[config.mk]
export PLATFORM = sky130hd
export DESIGN_NAME = running_mean_window
export DESIGN_NICKNAME = d
export VERILOG_FILES = /design/src/rtl/running_mean_window.sv
export SDC_FILE = /design/constraint.sdc
export NUM_CORES = 1
export LEC_CHECK = 0
export ABC_AREA = 1
export CAP_MARGIN = 0
export CORE_ASPECT_RATIO = 0.5
export CORE_MARGIN = 2
export CORE_UTILIZATION = 35
export DETAILED_ROUTE_END_ITERATION = 10
export GPL_ROUTABILITY_DRIVEN = 0
export SLEW_MARGIN = 20
export SYNTH_ARGS = -nofsm -noshare
export SYNTH_HDL_FRONTEND = slang
export SYNTH_SLANG_ARGS = --single-unit
[constraint.sdc]
create_clock -name clk -period 3.7 [get_ports clk]
set_clock_uncertainty 0.05 [all_clocks]
set_input_delay 0.74 -clock clk [delete_from_list [all_inputs] [get_ports clk]]
set_output_delay 0.74 -clock clk [all_outputs]
set_load 0.1 [all_outputs]
[src/rtl/running_mean_window.sv]
// running_mean_window
// Sliding-window mean of |sample| feeding the threshold barrel shifter.
// Produces one registered (mean, shift) result per accepted sample behind a
// single output register with valid/ready on both sides.
// Optional build macro: MEAN_ROUND_EN (round-half-up output mean instead of
// truncation; the accumulator is identical in both builds).

module running_mean_window #(
    parameter int DATA_W   = 16,
    parameter int LOG2_WIN = 4
) (
    input  logic                     clk,
    input  logic                     rst,
    input  logic                     s_valid,
    output logic                     s_ready,
    input  logic signed [DATA_W-1:0] s_data,
    input  logic [4:0]               shift_k,
    output logic                     m_valid,
    input  logic                     m_ready,
    output logic [31:0]              m_mean,
    output logic [4:0]               m_shift,
    output logic                     warm
);

    localparam int WIN   = 1 << LOG2_WIN;
    localparam int ACC_W = DATA_W + LOG2_WIN;
    localparam int ABS_W = DATA_W - 1;

    localparam logic [DATA_W-1:0]   MOST_NEG  = {1'b1, {ABS_W{1'b0}}};
    localparam logic [LOG2_WIN:0]   LAST_FILL = (LOG2_WIN + 1)'(WIN - 1);

    typedef enum logic {
        FILL,
        RUN
    } state_t;

    state_t              state;
    logic [ACC_W-1:0]    acc;
    logic [ACC_W-1:0]    acc_next;
    logic [LOG2_WIN-1:0] wr_ptr;
    logic [LOG2_WIN:0]   fill_cnt;
    logic [ABS_W-1:0]    win_buf [WIN];
    logic [ABS_W-1:0]    abs_val;
    logic [ABS_W-1:0]    oldest;
    logic [DATA_W-1:0]   neg_data;
    logic [31:0]         mean_next;
    logic                accept;

`ifdef MEAN_ROUND_EN
    localparam logic [ACC_W:0] HALF = (ACC_W + 1)'(1) << (LOG2_WIN - 1);
    logic [ACC_W:0] rnd_sum;
`endif

    // The single output register can take a new result whenever it is empty
    // or being drained this cycle, so back-pressure is purely combinational.
    assign s_ready = !m_valid || m_ready;
    assign accept  = s_valid && s_ready;

    // Absolute value of the incoming sample; the most negative code has no
    // positive twin in DATA_W-1 bits, so it saturates to the largest magnitude.
    always_comb begin
        neg_data = -s_data;
        abs_val  = '0;
        if (s_data == MOST_NEG) begin
            abs_val = '1;
        end else if (s_data[DATA_W-1]) begin
            abs_val = neg_data[ABS_W-1:0];
        end else begin
            abs_val = s_data[ABS_W-1:0];
        end
    end

    // Window update: subtract the sample falling out of the window (zero while
    // the window is still filling) and add the new one; compute the output mean.
    always_comb begin
        oldest   = (state == RUN) ? win_buf[wr_ptr] : '0;
        acc_next = acc + ACC_W'(abs_val) - ACC_W'(oldest);
`ifdef MEAN_ROUND_EN
        rnd_sum   = {1'b0, acc_next} + HALF;
        mean_next = 32'(rnd_sum >> LOG2_WIN);
`else
        mean_next = 32'(acc_next >> LOG2_WIN);
`endif
    end

    // Circular window storage; deliberately not cleared by reset since the
    // FILL state ignores its contents until every slot has been rewritten.
    always_ff @(posedge clk) begin
        if (accept) begin
            win_buf[wr_ptr] <= abs_val;
        end
    end

    // FILL/RUN control plus accumulator, pointer and registered outputs.
    always_ff @(posedge clk) begin
        if (rst) begin
            state    <= FILL;
            warm     <= 1'b0;
            fill_cnt <= '0;
            acc      <= '0;
            wr_ptr   <= '0;
            m_valid  <= 1'b0;
            m_mean   <= '0;
            m_shift  <= '0;
        end else begin
            if (accept) begin
                acc     <= acc_next;
                wr_ptr  <= wr_ptr + 1'b1;
                m_mean  <= mean_next;
                m_shift <= shift_k;
                m_valid <= 1'b1;
                if (state == FILL) begin
                    fill_cnt <= fill_cnt + 1'b1;
                    if (fill_cnt == LAST_FILL) begin
                        state <= RUN;
                        warm  <= 1'b1;
                    end
                end
            end else if (m_ready) begin
                m_valid <= 1'b0;
            end
        end
    end

endmodule
==> results by group <==
Clock tree
  – Clk buf depth: 3
  – # H-tree levels: 1
  – CTS root buf: clkbuf_16
  – Hold_buf cts: 0
  – Num CTS Buffers: 28
  – Clock sinks: 281
  – TritonCTS clock tree: yes
  – Clock-pin slew on the worst setup and hold paths: 0.06 ns
  – Clock Latency Late Sink: 0.57 ns

Route
  – Residual DRC: 0
  – Routed wire length per instance: 19.2 um
  – Vias: between 9000 and 10000
  – Iter 0 DRT Violations: 1026
  – Drt pass-1 iters: 5
  – Final WL: 36600 um
  – Vias per cell: 5.20
  – Final ANT Viol Nets: 0

STA
  – Tcrit/Tclk final: 97.5%
  – Worst-margin pin slew: 1.04 ns
  – TNS Setup: 0 ns
  – Fin crit period: 3.61 ns
  – Final setup vio count: 0
  – Slew Limit Fails: 0
  – Final setup margin: 0.0920 ns
  – Fmax achieved: 277 MHz
  – Rel. slew slack: a little under a third
  – Min Hold Slack: 0.401 ns
  – Final Hold Viols: 0

Final layout
  – Share of layout cells above drive strength 1: 20.1%
  – Non-filler cells, final: 1908
  – Final Cell Area: 0.0162 mm^2
  – Fin util: 43.4%
  – Layout fillers: 3423
  – Area Growth Syn to Fin: 22.3%
  – Ant. Diodes: 0
  – Nets: 1459

Placed design
  – # port buffers: 48
  – Post-DP HPWL: between 20000 and 25000 um
  – Placement Cell Area: roughly 0.015 mm^2
  – Setup WS pre-CTS: -0.655 ns
  – DP Cell Count: around 1900

Logic synthesis
  – Distinct cells, synth: 40
  – Post-Synthesis Cells: 1266
  – Synth Warn #: 0
  – #FFs+latches synth: 281
  – Post-synth EDFFs: 240
  – Synth async-reset ratio: 0%
  – Post-synthesis sequential area ratio: 60.5%
  – Top FF cell, synth: edfxtp_1
  – Mean Syn Cell Area: 10.5 um^2
  – Mapped Area: 0.0133 mm^2

Critical path
  – Setup Crit Path Kind: in -> reg
  – Top Family by Delay on Critical Path: buffers and inverters
  – Setup crit start kind: input port
  – Crit path DAT: 4.02 ns
  – Crit end category: register
  – Worst Path Buf+Inv: 8
  – Crit path max fanout: 5
  – Slowest CP cell: fa_1
  – CP max stage delay: 0.52 ns
  – Worst EP required: 4.11 ns
  – CP Cell Sequence: clkdlybuf4s50_1 -> inv_2 -> nand3_2 -> nor2_2 -> nand2_2 -> nor2_4 -> nand2_2 -> inv_2 -> nand3_4 -> clkbuf_16 -> nand2_4 -> inv_2 -> fa_1 -> inv_1 -> ha_4 -> nand2_1 -> nand2_1 -> nand2_1 -> nand2_2 -> buf_4 -> a21oi_2 -> xnor2_1 -> o21ai_0 -> inv_1

Pwr
  – Max IR drop VDD: roughly 0.46 mV
  – Leakage power: between 6 and 7 nW
  – Tot Pwr: 9.04 mW
  – Power per cell area: about 560 mW/mm^2

Die
  – # IOs: 65
  – # rows: 50
  – Die X: 279 um
  – Starting Density: 35.5%
  – Die H: 142 um
  – Die ar.: 0.0396 mm^2
  – Core area: between 0.03 and 0.04 mm^2

Global route
  – Number of global-route vias before repair: 9562
  – Pin count of the biggest net entering global routing: 73
  – GRT Total Usage: between 10% and 20%
  – Initial antenna violation count: 0
  – Overflow after GRT: 0
  – Global-route wire length before repair: between 50000 and 60000 um

Job
  – Maxcap violations: 0

Min path
  – Hold Crit Class: reg -> reg

Run status
  – Status: finished, final reports clean
## power by group
part	leakage (nW)	internal, mW	total (mW)	switching [mW]
clock	0.425	1.49	2.73	1.24
sequential	2.51	3.56	3.63	0.0651
combinational	3.17	0.983	2.68	1.70
total	6.11	6.03	9.04	3.00
## per-layer routing
| metal | vias up | part of all wire (%) | GRT usage (%) |
|---|---|---|---|
| li1 | 4591 | - | - |
| met1 | 4823 | 43 | 25.2 |
| met2 | 434 | 46 | 29.4 |
| met3 | 78 | 8.3 | 3.51 |
| met4 | 0 | 2.5 | 5.32 |
| met5 | - | 0 | 0 |
## repair_timing
item / in CTS / in global routing
endpoints found under the setup margin: 10 / 17
pin swaps: 0 / 34
gates resized for setup: 8 / 87
hold endpoints to repair: 0 / 0
gates cloned: 0 / 1
setup buffers: 0 / 4
## worst min-delay path: cells and delay by family, from the launching register on
kind,cells,cell delay [ns]
buf+inv,1,0.04
flops,1,0.30
compound gates,1,0.05
## cell usage after synthesis (5+ instances only)
master      n  share of area, %
nand2_4     5              0.42
xor2_1     15              0.99
o22ai_1    19              0.90
fa_1       15               2.3
inv_1     122               3.5
inv_2      14              0.40
nor2_1    199               5.6
ha_1       27               2.5
clkbuf_1   28              0.79
edfxtp_1  240                54
a21oi_1    55               2.1
buf_2      24              0.91
buf_4      36               2.0
nor3_1      6              0.23
o211ai_1   24               1.4
o21ai_0   143               5.4
o21ai_1     9              0.34
nand2_1   130               3.7
o221ai_1   37               2.4
nand3_1    51               1.9
dfxtp_1    41               6.2
## flip-flops by register name (all words and copies together), names as in the netlist, named ones only
name / flops
win_buf: 240
acc: 20
fill_cnt: 5
m_shift: 5
wr_ptr: 4
m_valid: 1
state: 1
warm: 1
## final cells by class
cell class                 instances  area, um^2  area share, %
inverter                         137         514           3.17
tap                              494         618           3.81
timing repair buffer             172        1530           9.46
clock inverter                    21         165           1.02
sequential                       281        8030           49.5
clock buffer                      31         722           4.45
multi-input combinational        772        4630           28.5
## cells in the final DEF, fill, tap and decap left out, types with 40 or more instances in the layout
cell,netlist,routed
edfxtp_1,240,240
o21ai_0,143,140
clkdlybuf4s50_1,0,43
nand2_1,130,108
buf_4,36,117
nand3_1,51,41
dfxtp_1,41,40
nor2_1,199,188
a21oi_1,55,45
inv_1,122,112
## path summary, 6_finish.rpt
check | from | to | slack, ns | depth (start not counted)
setup / recovery | s_data[3] | acc[6] | 0.09 | 24
hold / removal | warm | warm | 0.40 | 2
setup reg to reg | register | acc[17] | 0.27 | 17
hold reg to reg | warm | warm | 0.40 | 2
## cells by family (layout without fill, tap and decap cells)
| group | after synthesis | in the layout | share of synthesized area [%] |
|---|---|---|---|
| other | 1 | 16 | 0.0283 |
| and+or+nand+nor | 407 | 407 | 12.9 |
| AOI/OAI and AO/OA | 291 | 291 | 12.8 |
| adders and majority gates | 42 | 42 | 4.81 |
| DFF | 281 | 281 | 60.5 |
| buffers and inverters | 228 | 361 | 7.83 |
| xor gates and xnor gates | 16 | 16 | 1.06 |
Power figures use the tool's default switching activity.
